## src/rtl/roll_sequencer_if.sv

```systemverilog
// ---------------------------------------------------------------------------
// roll_sequencer_if
//   Groups the roll request / LFSR datapath / display signals of the roll
//   sequencer into one bundle. Clock and reset stay outside as plain ports.
//
//   i_start       start / restart roll request          (master -> slave)
//   i_lfsr_val    current LFSR state                    (master -> slave)
//   o_step        advance enable to the LFSR            (slave  -> master)
//   o_random_out  displayed roll value                  (slave  -> master)
//   o_busy        roll in progress                      (slave  -> master)
//   o_done        one-cycle pulse after final capture   (slave  -> master)
// ---------------------------------------------------------------------------
interface roll_sequencer_if #(
    parameter int DATA_W = 4
);
    logic              i_start;
    logic [DATA_W-1:0] i_lfsr_val;
    logic              o_step;
    logic [DATA_W-1:0] o_random_out;
    logic              o_busy;
    logic              o_done;

    modport master (
        output i_start,
        output i_lfsr_val,
        input  o_step,
        input  o_random_out,
        input  o_busy,
        input  o_done
    );

    modport slave (
        input  i_start,
        input  i_lfsr_val,
        output o_step,
        output o_random_out,
        output o_busy,
        output o_done
    );
endinterface

```

## src/rtl/roll_sequencer.sv

```systemverilog
// ---------------------------------------------------------------------------
// roll_sequencer
//   Drives a "slot-machine" roll from a free-running LFSR. In IDLE the LFSR is
//   stepped every cycle for entropy. A start request enters RUN, where the LFSR
//   value is captured into the display at intervals that double every
//   STEPS_PER_STAGE captures; after the last capture of the last stage a single
//   DONE cycle pulses o_done and the block returns to IDLE holding the result.
//
//   i_clk          clock, rising edge
//   i_rst          synchronous reset, active high
//   bus.i_start    start / restart request
//   bus.i_lfsr_val LFSR value (captured before the LFSR advances)
//   bus.o_step     LFSR advance enable (combinational)
//   bus.o_random_out displayed value (registered)
//   bus.o_busy     high while in RUN (registered)
//   bus.o_done     one-cycle pulse after the final capture (registered)
// ---------------------------------------------------------------------------
module roll_sequencer #(
    parameter int DATA_W          = 4,
    parameter int BASE_INTERVAL   = 4,
    parameter int STEPS_PER_STAGE = 8,
    parameter int NUM_STAGES      = 4,
    parameter int CNT_W           = 16
) (
    input  logic            i_clk,
    input  logic            i_rst,
    roll_sequencer_if.slave bus
);

    localparam int STEP_W  = (STEPS_PER_STAGE > 1) ? $clog2(STEPS_PER_STAGE + 1) : 1;
    localparam int STAGE_W = (NUM_STAGES > 1) ? $clog2(NUM_STAGES + 1) : 1;

    typedef enum logic [1:0] {
        ST_IDLE = 2'd0,
        ST_RUN  = 2'd1,
        ST_DONE = 2'd2
    } state_t;

    state_t             state_q,  state_d;
    logic [CNT_W-1:0]   cnt_q,    cnt_d;
    logic [STAGE_W-1:0] stage_q,  stage_d;
    logic [STEP_W-1:0]  steps_q,  steps_d;
    logic [DATA_W-1:0]  random_q, random_d;
    logic               busy_q,   busy_d;
    logic               done_q,   done_d;

    logic [CNT_W-1:0]   interval_s;
    logic               step_due_s;
    logic               step_raw_s;
    logic               step_s;
    logic               last_step_s;
    logic               last_stage_s;

    // Interval decode and the LFSR advance enable.
    always_comb begin
        interval_s   = CNT_W'(BASE_INTERVAL) << stage_q;
        step_due_s   = (cnt_q == (interval_s - CNT_W'(1)));
        last_step_s  = (steps_q == STEP_W'(STEPS_PER_STAGE - 1));
        last_stage_s = (stage_q == STAGE_W'(NUM_STAGES - 1));
        case (state_q)
            ST_IDLE: step_raw_s = 1'b1;
            // A restart request wins over a step falling in the same cycle.
            ST_RUN:  step_raw_s = step_due_s & ~bus.i_start;
            ST_DONE: step_raw_s = 1'b0;
            default: step_raw_s = 1'b0;
        endcase
        if (i_rst) begin
            step_s = 1'b0;
        end else begin
            step_s = step_raw_s;
        end
    end

    // Next-state, counters and display capture.
    always_comb begin
        state_d  = state_q;
        cnt_d    = cnt_q;
        stage_d  = stage_q;
        steps_d  = steps_q;
        random_d = random_q;
        case (state_q)
            ST_IDLE: begin
                if (bus.i_start) begin
                    state_d = ST_RUN;
                    cnt_d   = {CNT_W{1'b0}};
                    stage_d = {STAGE_W{1'b0}};
                    steps_d = {STEP_W{1'b0}};
                end else begin
                    state_d = ST_IDLE;
                end
            end
            ST_RUN: begin
                if (bus.i_start) begin
                    cnt_d   = {CNT_W{1'b0}};
                    stage_d = {STAGE_W{1'b0}};
                    steps_d = {STEP_W{1'b0}};
                end else if (step_due_s) begin
                    // Capture the value the LFSR holds before this advance.
                    random_d = bus.i_lfsr_val;
                    cnt_d    = {CNT_W{1'b0}};
                    if (last_step_s) begin
                        steps_d = {STEP_W{1'b0}};
                        if (last_stage_s) begin
                            state_d = ST_DONE;
                            stage_d = {STAGE_W{1'b0}};
                        end else begin
                            stage_d = stage_q + STAGE_W'(1);
                        end
                    end else begin
                        steps_d = steps_q + STEP_W'(1);
                    end
                end else begin
                    cnt_d = cnt_q + CNT_W'(1);
                end
            end
            ST_DONE: begin
                cnt_d   = {CNT_W{1'b0}};
                stage_d = {STAGE_W{1'b0}};
                steps_d = {STEP_W{1'b0}};
                if (bus.i_start) begin
                    state_d = ST_RUN;
                end else begin
                    state_d = ST_IDLE;
                end
            end
            default: begin
                state_d = ST_IDLE;
                cnt_d   = {CNT_W{1'b0}};
                stage_d = {STAGE_W{1'b0}};
                steps_d = {STEP_W{1'b0}};
            end
        endcase
        // Status flags are registered from the next state so they line up
        // with the state they describe.
        busy_d = (state_d == ST_RUN);
        done_d = (state_d == ST_DONE);
    end

    // State and output registers with synchronous reset.
    always_ff @(posedge i_clk) begin
        if (i_rst) begin
            state_q  <= ST_IDLE;
            cnt_q    <= {CNT_W{1'b0}};
            stage_q  <= {STAGE_W{1'b0}};
            steps_q  <= {STEP_W{1'b0}};
            random_q <= {DATA_W{1'b0}};
            busy_q   <= 1'b0;
            done_q   <= 1'b0;
        end else begin
            state_q  <= state_d;
            cnt_q    <= cnt_d;
            stage_q  <= stage_d;
            steps_q  <= steps_d;
            random_q <= random_d;
            busy_q   <= busy_d;
            done_q   <= done_d;
        end
    end

    assign bus.o_step       = step_s;
    assign bus.o_random_out = random_q;
    assign bus.o_busy       = busy_q;
    assign bus.o_done       = done_q;

endmodule

```

## src/flat_wrapper.sv

```systemverilog
// flat-port wrapper written by rule: the top's interface ports become plain ports
module roll_sequencer_flat 
#(
    parameter int DATA_W          = 4,
    parameter int BASE_INTERVAL   = 4,
    parameter int STEPS_PER_STAGE = 8,
    parameter int NUM_STAGES      = 4,
    parameter int CNT_W           = 16
)
  (i_clk, i_rst, bus_i_start, bus_i_lfsr_val, bus_o_step, bus_o_random_out, bus_o_busy, bus_o_done);
  roll_sequencer_if #(.DATA_W(DATA_W)) bus_i ();
  input  logic i_clk;
  input  logic i_rst;
  input wire logic [$bits(bus_i.i_start)-1:0] bus_i_start;
  input wire logic [$bits(bus_i.i_lfsr_val)-1:0] bus_i_lfsr_val;
  output wire logic [$bits(bus_i.o_step)-1:0] bus_o_step;
  output wire logic [$bits(bus_i.o_random_out)-1:0] bus_o_random_out;
  output wire logic [$bits(bus_i.o_busy)-1:0] bus_o_busy;
  output wire logic [$bits(bus_i.o_done)-1:0] bus_o_done;
  assign bus_i.i_start = bus_i_start;
  assign bus_i.i_lfsr_val = bus_i_lfsr_val;
  assign bus_o_step = bus_i.o_step;
  assign bus_o_random_out = bus_i.o_random_out;
  assign bus_o_busy = bus_i.o_busy;
  assign bus_o_done = bus_i.o_done;
  roll_sequencer #(.DATA_W(DATA_W), .BASE_INTERVAL(BASE_INTERVAL), .STEPS_PER_STAGE(STEPS_PER_STAGE), .NUM_STAGES(NUM_STAGES), .CNT_W(CNT_W)) u_core (.i_clk(i_clk), .i_rst(i_rst), .bus(bus_i));
endmodule
```

## config.mk

```make
export PLATFORM = sky130hd
export DESIGN_NAME = roll_sequencer_flat
export DESIGN_NICKNAME = d
export VERILOG_FILES = /design/src/rtl/roll_sequencer_if.sv /design/src/rtl/roll_sequencer.sv /design/src/flat_wrapper.sv
export SDC_FILE = /design/constraint.sdc
export NUM_CORES = 1
export LEC_CHECK = 0
export ABC_CLOCK_PERIOD_IN_PS = 3000
export BUFFER_PORTS_ARGS = -buffer_cell sky130_fd_sc_hd__buf_2
export CORE_AREA = 4 4 65 67
export DETAILED_ROUTE_END_ITERATION = 8
export DIE_AREA = 0 0 69 71
export GPL_TIMING_DRIVEN = 0
export PLACE_DENSITY = 0.7
export SLEW_MARGIN = 20
export SYNTH_ARGS = -nofsm -noshare
export SYNTH_HDL_FRONTEND = slang
export SYNTH_SLANG_ARGS = --single-unit
```

## constraint.sdc

```tcl
create_clock -name i_clk -period 3 [get_ports i_clk]
set_clock_uncertainty 0.2 [all_clocks]
set_input_delay 0.6 -clock i_clk [delete_from_list [all_inputs] [get_ports i_clk]]
set_output_delay 0.6 -clock i_clk [all_outputs]
set_load 0.005 [all_outputs]
```

Yosys cells after proc, flatten, opt, wreduce, memory -nomap -nowiden
Cells that the tools add are included.
{"block": "totals", "regBits": 31, "input_bits": 7, "out_inout_bits": 7, "wordCells": 52}
{"block": "op_classes", "addsub": 4, "eq_ne": 10, "n_shift": 1, "n_mux": 23, "bitwise": 2, "n_reduce_logical": 5}
{"cell": "16-bit two-way mux", "count": 3}
{"cell": "16-bit one-hot mux with 2 select lines", "count": 1}
{"cell": "16-bit by 1-bit adder with 16-bit output (second input constant)", "count": 1}
{"cell": "16-bit == test", "count": 1}
{"cell": "4-bit two-way mux", "count": 4}
{"cell": "3-bit by 3-bit left shift with 16-bit output (first input constant)", "count": 1}
{"cell": "16-bit by 1-bit subtractor with 16-bit output (second input constant)", "count": 1}
{"cell": "3-bit two-way mux", "count": 5}
{"cell": "2-bit two-way mux", "count": 4}
{"cell": "4-bit one-hot mux with 2 select lines", "count": 1}
{"cell": "3-bit by 2-bit inequality test with 1-bit output (second input constant)", "count": 2}
{"cell": "3-bit one-hot mux with 2 select lines", "count": 1}
{"cell": "3-bit AND reduction", "count": 2}
{"cell": "4-bit by 1-bit adder with 4-bit output (second input constant)", "count": 1}
{"cell": "2-bit by 1-bit == test with 1-bit output (second input constant)", "count": 2}
{"cell": "2-bit == test (second input constant)", "count": 2}
{"cell": "4-bit by 3-bit == test with 1-bit output (second input constant)", "count": 1}
{"cell": "2-bit one-hot mux with 2 select lines", "count": 1}
{"cell": "3-bit by 1-bit adder with 3-bit output (second input constant)", "count": 1}
{"cell": "3-bit by 2-bit == test with 1-bit output (second input constant)", "count": 1}
{"cell": "2-bit logical NOT", "count": 1}
{"cell": "1-bit two-way mux", "count": 2}
{"cell": "2-bit inequality test (second input constant)", "count": 1}
{"cell": "1-bit one-hot mux with 2 select lines", "count": 1}
{"cell": "4 further kinds", "count": 4}

Depth between registers and ports, before layout
Gate-level depths: netlist (run 1).
{"block": "logic_depth", "depth_word": 7, "mapped_depth": 12, "ltp_nobuf": 10}

Worst setup path before layout (run 1)
OpenSTA, ideal clock, no wires.
{"block": "synth_timing", "path_type": "flip-flop to output port", "startpoint": "reg u_core.stage_q[0]", "endpoint": "out bus_o_step", "arrival_time_ps": 2511, "required_ps": 2200, "path_slack_ps": -311, "path_stages_with_launch": 11, "n_path_buf": 1, "path_cell_list": "dfxtp_1 > inv_1 > ha_1 > nand2b_1 > ha_1 > or3b_1 > nor3_1 > o2111ai_1 > buf_2 > o31a_1 > nor3_1"}
{"block": "synth_via", "elab_chain_len": 6}
{"item": "start: declaration", "line_no": "roll_sequencer.sv:41", "text": "logic [STAGE_W-1:0] stage_q, stage_d;"}
{"item": "start signal: assignment", "line_no": "roll_sequencer.sv:144", "text": "stage_q <= {STAGE_W{1'b0}};"}
{"item": "start signal: assignment", "line_no": "roll_sequencer.sv:152", "text": "stage_q <= stage_d;"}
{"item": "3-bit by 3-bit left shift with 16-bit output", "line_no": "roll_sequencer.sv:56", "text": "interval_s = CNT_W'(BASE_INTERVAL) << stage_q;"}
{"item": "16-bit by 1-bit subtractor with 16-bit output", "line_no": "roll_sequencer.sv:57", "text": "step_due_s = (cnt_q == (interval_s - CNT_W'(1)));"}
{"item": "16-bit == test", "line_no": "roll_sequencer.sv:57"}
{"item": "1-bit AND", "line_no": "roll_sequencer.sv:63", "text": "ST_RUN: step_raw_s = step_due_s & ~bus.i_start;"}
{"item": "1-bit one-hot mux with 2 select lines", "line_no": "roll_sequencer.sv:60", "text": "case (state_q)"}
{"item": "1-bit two-way mux", "line_no": "roll_sequencer.sv:67", "text": "if (i_rst) begin"}
{"item": "end: declaration", "line_no": "flat_wrapper.sv:16", "text": "output wire logic [$bits(bus_i.o_step)-1:0] bus_o_step;"}
No other way between the ends.

Worst setup path in the final report (run 1)
Ends and elaborated chain as after synthesis.

==> results.toml, run 1 <==
[die]
initial_core_util_pct = 49.3
die_x_um = 69
pin_count = 14
rows = 22
die_y_um = 71
core_region_area_um2 = 3630
die-area_um2 = 4900

[sta]
setup_slack_ns = -0.331
setup_tns_ns = -0.331
clock.fmax_mhz = 300
finalHoldViolations = 0
final_max_slew_viol_count = 0
tightest_slew_ns = 0.687
grt_setup_unrepaired = "yes"
hold_slack_ns = 0.266
relSlewSlack_pct = 54.0
setup_violations = 1
fin_crit_ns = 3.33
period_share_pct = 111

[power]
irDropWorstVdd_mv = 0.225
cellPowerDensity_nw_per_um2 = 380
leakage_nw = 0.861
totalPowerFinal_w = 0.000897

[synth]
synth_fp_nets = 224
ys_types = 46
synth-seq-cells = 31
synth-edff-count = 0
syn_avg_cell_area_um2 = 8.53
synth_ff_type = "dfxtp_1"
synth.top_cell.area_share_pct = 34.7
ys_async_sr_fraction_pct = 0
synth_seq_area_share_pct = 34.7
syn_inst = 210
netlist_area_um2 = 1790
synth_area_leaders = "dfxtp_1 35%, xor2_1 5.9%, xnor2_1 5.4%"
ys_warn_count = 0
synth_top_cell_by_area = "dfxtp_1"

[placed_design]
place.gp.congestion = 0.843
dp_hpwl_um = 2750
io_buffers = 13
dp_cells = 271

[critical_path]
cp-end-kind = "output port"
path_max_fanout = 4
worst-endpoint-arrival_ns = 2.53
cp_data_required_time_ns = 2.20
crit_type = "flop to output port"
start_kind = "flop"

[cells_and_area]
fin_nets = 260
area_growth_pct = 31.9
fin_cells = 295
antenna_cells = 0
drive_gt1_share_pct = 31.6

[routing]
firstDrtPassIters = 4
drc = 0
routed_wl_um = 4220
ant_nets = 0
vias = 1643
wl_per_cell_um = 14.3
vias_per_cell = 5.57
drtIter0Drc = 80

[cts]
cts_tree = "done"
cts-buffers-inserted = 5
clk_pin_slew_ns = 0.07
h-tree-depth = 2
clock_latency_ns = 0.28
root_buffer = "clkbuf_8"
cts_hold_buf = 0
cts.sinks = 31
ctsLongestPathBuffers = 2

[global_route]
grt_pass1_wl_um = 7070
grt-ovfl-total = 0
grt_max_degree = 11
grt_pass1_vias = 1521
antenna_found_initial = 0
track_usage_pct = 17.8

[flow_run]
cap_violations = 0

[outcome]
violations = "setup timing"
outcome = "finished, violations left"

[min_path]
hold_path_class = "flop to flop"
## layout make-up
class	count	area, um2
Buffer	7	50.0
Clock buffer	6	82.6
Clock inverter	2	35.0
Fill cell	328	1270
Inverter	8	35.0
Multi-Input combinational cell	163	1270
Sequential cell	31	629
Tap cell	48	60.1
Timing Repair Buffer	30	196
## where the power goes
part / switching [W] / total, W / internal (W)
clock network: 0.000158 / 0.000427 / 0.000269
logic: 0.0000296 / 0.0000535 / 0.0000239
registers: 0.00000347 / 0.000417 / 0.000413
## path summary, 6_finish.rpt
kind	startpoint	end	slack (ns)	cells after the start
worst min register to register	u_core.bus.o_random_out[3]$_SDFFE_PP0P_	u_core.bus.o_random_out[3]$_SDFFE_PP0P_	0.27	2
worst max-delay path	u_core.stage_q[0]$_SDFFE_PP0P_	bus_o_step	-0.33	12
worst max register to register	u_core.stage_q[0]$_SDFFE_PP0P_	u_core.steps_q[2]$_SDFFE_PP0P_	0.09	12
worst min-delay path	u_core.bus.o_random_out[3]$_SDFFE_PP0P_	u_core.bus.o_random_out[3]$_SDFFE_PP0P_	0.27	2
## critical path, stage by stage, from the launching register on
cell and delay, ns:
dfxtp_4 0.37, inv_4 0.07, ha_4 0.17, nand2b_4 0.07
ha_4 0.17, buf_4 0.14, nand2b_1 0.08, a21oi_2 0.04
nor3_1 0.42, o211ai_1 0.21, o31a_1 0.29, nor3_2 0.09
buf_2 0.13
## stage by stage
step	instance area (um2)	setup WS (ns)	util (%)
2_1_floorplan	1840	-0.00773	-
3_3_place_gp	1960	-0.312	54.1
3_5_place_dp	1960	-0.345	54.1
4_1_cts	2360	-0.358	64.9
5_1_grt	2360	-0.454	65.0
6_report	2360	-0.331	65.0
## state kept, by name (all words and copies together) (netlist names)
signal                   count
u_core.cnt_q                16
u_core.state_q               2
u_core.steps_q               4
u_core.bus.o_random_out      4
u_core.stage_q               3
u_core.bus.o_done            1
u_core.bus.o_busy            1
## routing by layer
metal  wire length, um  part of all wire (%)  track usage [%]  vias to the layer above
met5                 0                     0                0                        -
met4                70                   1.7             5.86                        0
met3               186                   4.4             4.40                        9
met2              1910                    45             28.2                       29
met1              2050                    49             23.9                      779
li1                  -                     -                -                      826
## timing repair
action	4_1_cts	5_1_grt
pin swaps	21	5
resized for setup	29	9
setup endpoints to repair	11	28
endpoints found under the hold margin	0	0
buffers inserted	19	3
gates cloned	1	0
## synth_stat cells (all sizes together) (5+ instances only)
cell type / n
nand4: 8
nand2b: 5
buf: 5
a21oi: 12
o31ai: 5
mux2i: 5
ha: 7
xnor2: 11
dfxtp: 31
nor2: 23
inv: 8
xor2: 12
nand2: 15
nand3: 8
nor3: 7
## placed cells by master (no fill, tap or decap), drive strengths merged, types with 2 or more instances in the layout
cell,netlist,layout
o31ai,5,5
dfxtp,31,31
xnor2,11,11
nor4b,2,2
o21a,4,4
or4,2,2
or3b,2,2
a21oi,12,12
nor2,23,23
nand4,8,8
buf,5,34
and4,2,2
nand2b,5,5
clkbuf,3,9
mux2i,5,5
nand2,15,15
nand3,8,8
inv,8,8
o211ai,4,4
ha,7,7
or3,3,3
xor2,12,12
o21ai,4,4
nor3,7,7
or2,4,4
o2111ai,2,2
and3,4,4
## cell families (layout without fill, tap and decap cells)
logic type / Yosys count / count (layout) / synth area share [%]
xor gates and xnor gates: 23 / 23 / 11.3
DFF: 31 / 31 / 34.7
buffers and inverters: 16 / 53 / 4.40
adders and majority gates: 7 / 7 / 4.89
muxes: 5 / 5 / 2.80
and+or+nand+nor: 88 / 88 / 25.9
AOI/OAI and AO/OA: 40 / 40 / 16.1
(Power assumes the default switching activity.)
==> run 2, diff against run 1 <==
RECOVER_POWER = 100   (was unset)
==> run 2 against run 1 <==
Clock-buffer cell count unchanged. Die area stayed put. Utilization decreased by 0.069 points. Critical path type unchanged. Critical endpoint unchanged. The run still ends with setup timing left. Clock power about the same. Largest cell class unchanged. Routed wire length is essentially flat. Largest power group unchanged.
==> results.toml, run 2 (synthesized netlist as in run 1, its figures left out) <==
[outcome]
outcome = "finished, violations left"
violations = "setup timing"

[cells_and_area]
top_register = "u_core.cnt_q"
multiInputGateArea_um2 = 1270
layout_commonest_cell = "dfxtp_1"
fin_nets = 260
area_growth_pct = 31.8
nFillCells = 328
drive_gt1_share_pct = 30.8
final_cell_mix = "28 x dfxtp_1, 22 x nor2_1, 16 x buf_4"
largest_reg_flops = 16
antenna_cells = 0
fin_util_pct = 64.9
seq_area_um2 = 629

[global_route]
met1_usage_pct = 23.9
track_usage_pct = 17.8
antenna_found_initial = 0
grt_max_degree = 11
busiest_layer = "met2"
grt_pass1_vias = 1521
grt-ovfl-total = 0
use_met3_pct = 4.40
grt_pass1_wl_um = 7070
met2_usage_pct = 28.2

[cts]
clock_latency_ns = 0.28
ctsLongestPathBuffers = 2
cts-buffers-inserted = 5
cts_tree = "done"
clk_pin_slew_ns = 0.07
root_buffer = "clkbuf_8"
h-tree-depth = 2
cts.sinks = 31

[critical_path]
cp_data_required_time_ns = 2.20
worst-endpoint-arrival_ns = 2.53
crit_type = "flop to output port"
start_kind = "flop"
cp-end-kind = "output port"
path_max_fanout = 4

[routing]
drtIter0Drc = 68
wl_per_cell_um = 14.3
vias = 1643
ant_nets = 0
routed_wl_um = 4220
vias_per_cell = 5.57
firstDrtPassIters = 4
drc = 0

[placed_design]
place.gp.congestion = 0.843
io_buffers = 13
dp_hpwl_um = 2750

[flow_run]
cap_violations = 0

[sta]
final_max_slew_viol_count = 0
relSlewSlack_pct = 54.0
setup_tns_ns = -0.331
tightest_slew_ns = 0.687
fin_crit_ns = 3.33
setup_slack_ns = -0.331
grt_setup_unrepaired = "yes"
setup_violations = 1
clock.fmax_mhz = 300
period_share_pct = 111
finalHoldViolations = 0

[power]
leakage_nw = 0.852
cellPowerDensity_nw_per_um2 = 380
totalPowerFinal_w = 0.000897
irDropWorstVdd_mv = 0.225

[min_path]
hold_path_class = "flop to flop"

[die]
rows = 22
core_region_area_um2 = 3630
die-area_um2 = 4900
die_x_um = 69
initial_core_util_pct = 49.3
pin_count = 14
die_y_um = 71
==> run 2: power breakdown <==
group	internal [W]	switching [W]
combinational	0.0000239	0.0000296
sequential	0.000413	0.00000347
clock	0.000269	0.000158
==> run 2: metal layers <==
layer  wire length (um)  vias to the layer above  share of wire [%]
met5                  0                        -                  0
met4                 70                        0                1.7
met3                186                        9                4.4
met2               1910                       29                 45
met1               2050                      779                 49
li1                   -                      826                  -
==> run 2: area by class of cell <==
type / count / area share (%)
Tap cell: 48 / 2.55
Sequential cell: 31 / 26.7
Clock buffer: 6 / 3.50
Buffer: 7 / 2.12
Clock inverter: 2 / 1.48
Timing Repair Buffer: 30 / 8.22
Multi-Input combinational cell: 163 / 54.0
Inverter: 8 / 1.48
==> run 2: metrics by stage <==
step / instances / setup WS, ns / instance area, um2 / hold WS [ns]
floorplan: 210 / -0.00773 / 1840 / 0.244
global placement: 271 / -0.312 / 1960 / 0.257
detailed placement: 271 / -0.345 / 1960 / 0.261
CTS: 298 / -0.358 / 2360 / 0.272
global route: 295 / -0.454 / 2360 / 0.291
finish: 295 / -0.331 / 2360 / 0.266
==> run 2: timing repair <==
item                                    CTS  global route
endpoints found under the setup margin   11            28
resized for setup                        29             9
setup buffers                            19             3
pin swaps                                21             5
hold buffers                              0             0
hold endpoints to repair                  0             0
cloned                                    1             0
==> run 2: worst max-delay path, cell delays in order, from the launching register on <==
cell and delay [ns]:
dfxtp_4 0.37, inv_4 0.07, ha_4 0.17, nand2b_4 0.07
ha_4 0.17, buf_4 0.14, nand2b_1 0.08, a21oi_2 0.04
nor3_1 0.42, o211ai_1 0.21, o31a_1 0.29, nor3_2 0.09
buf_2 0.13
==> run 2: worst paths after layout <==
check / start / to / slack (ns) / cells after the start
setup / recovery: u_core.stage_q[0]$_SDFFE_PP0P_ / bus_o_step / -0.33 / 12
hold / removal: u_core.bus.o_random_out[3]$_SDFFE_PP0P_ / u_core.bus.o_random_out[3]$_SDFFE_PP0P_ / 0.27 / 2
setup reg to reg: u_core.stage_q[0]$_SDFFE_PP0P_ / u_core.steps_q[2]$_SDFFE_PP0P_ / 0.09 / 12
hold reg to reg: u_core.bus.o_random_out[3]$_SDFFE_PP0P_ / u_core.bus.o_random_out[3]$_SDFFE_PP0P_ / 0.27 / 2
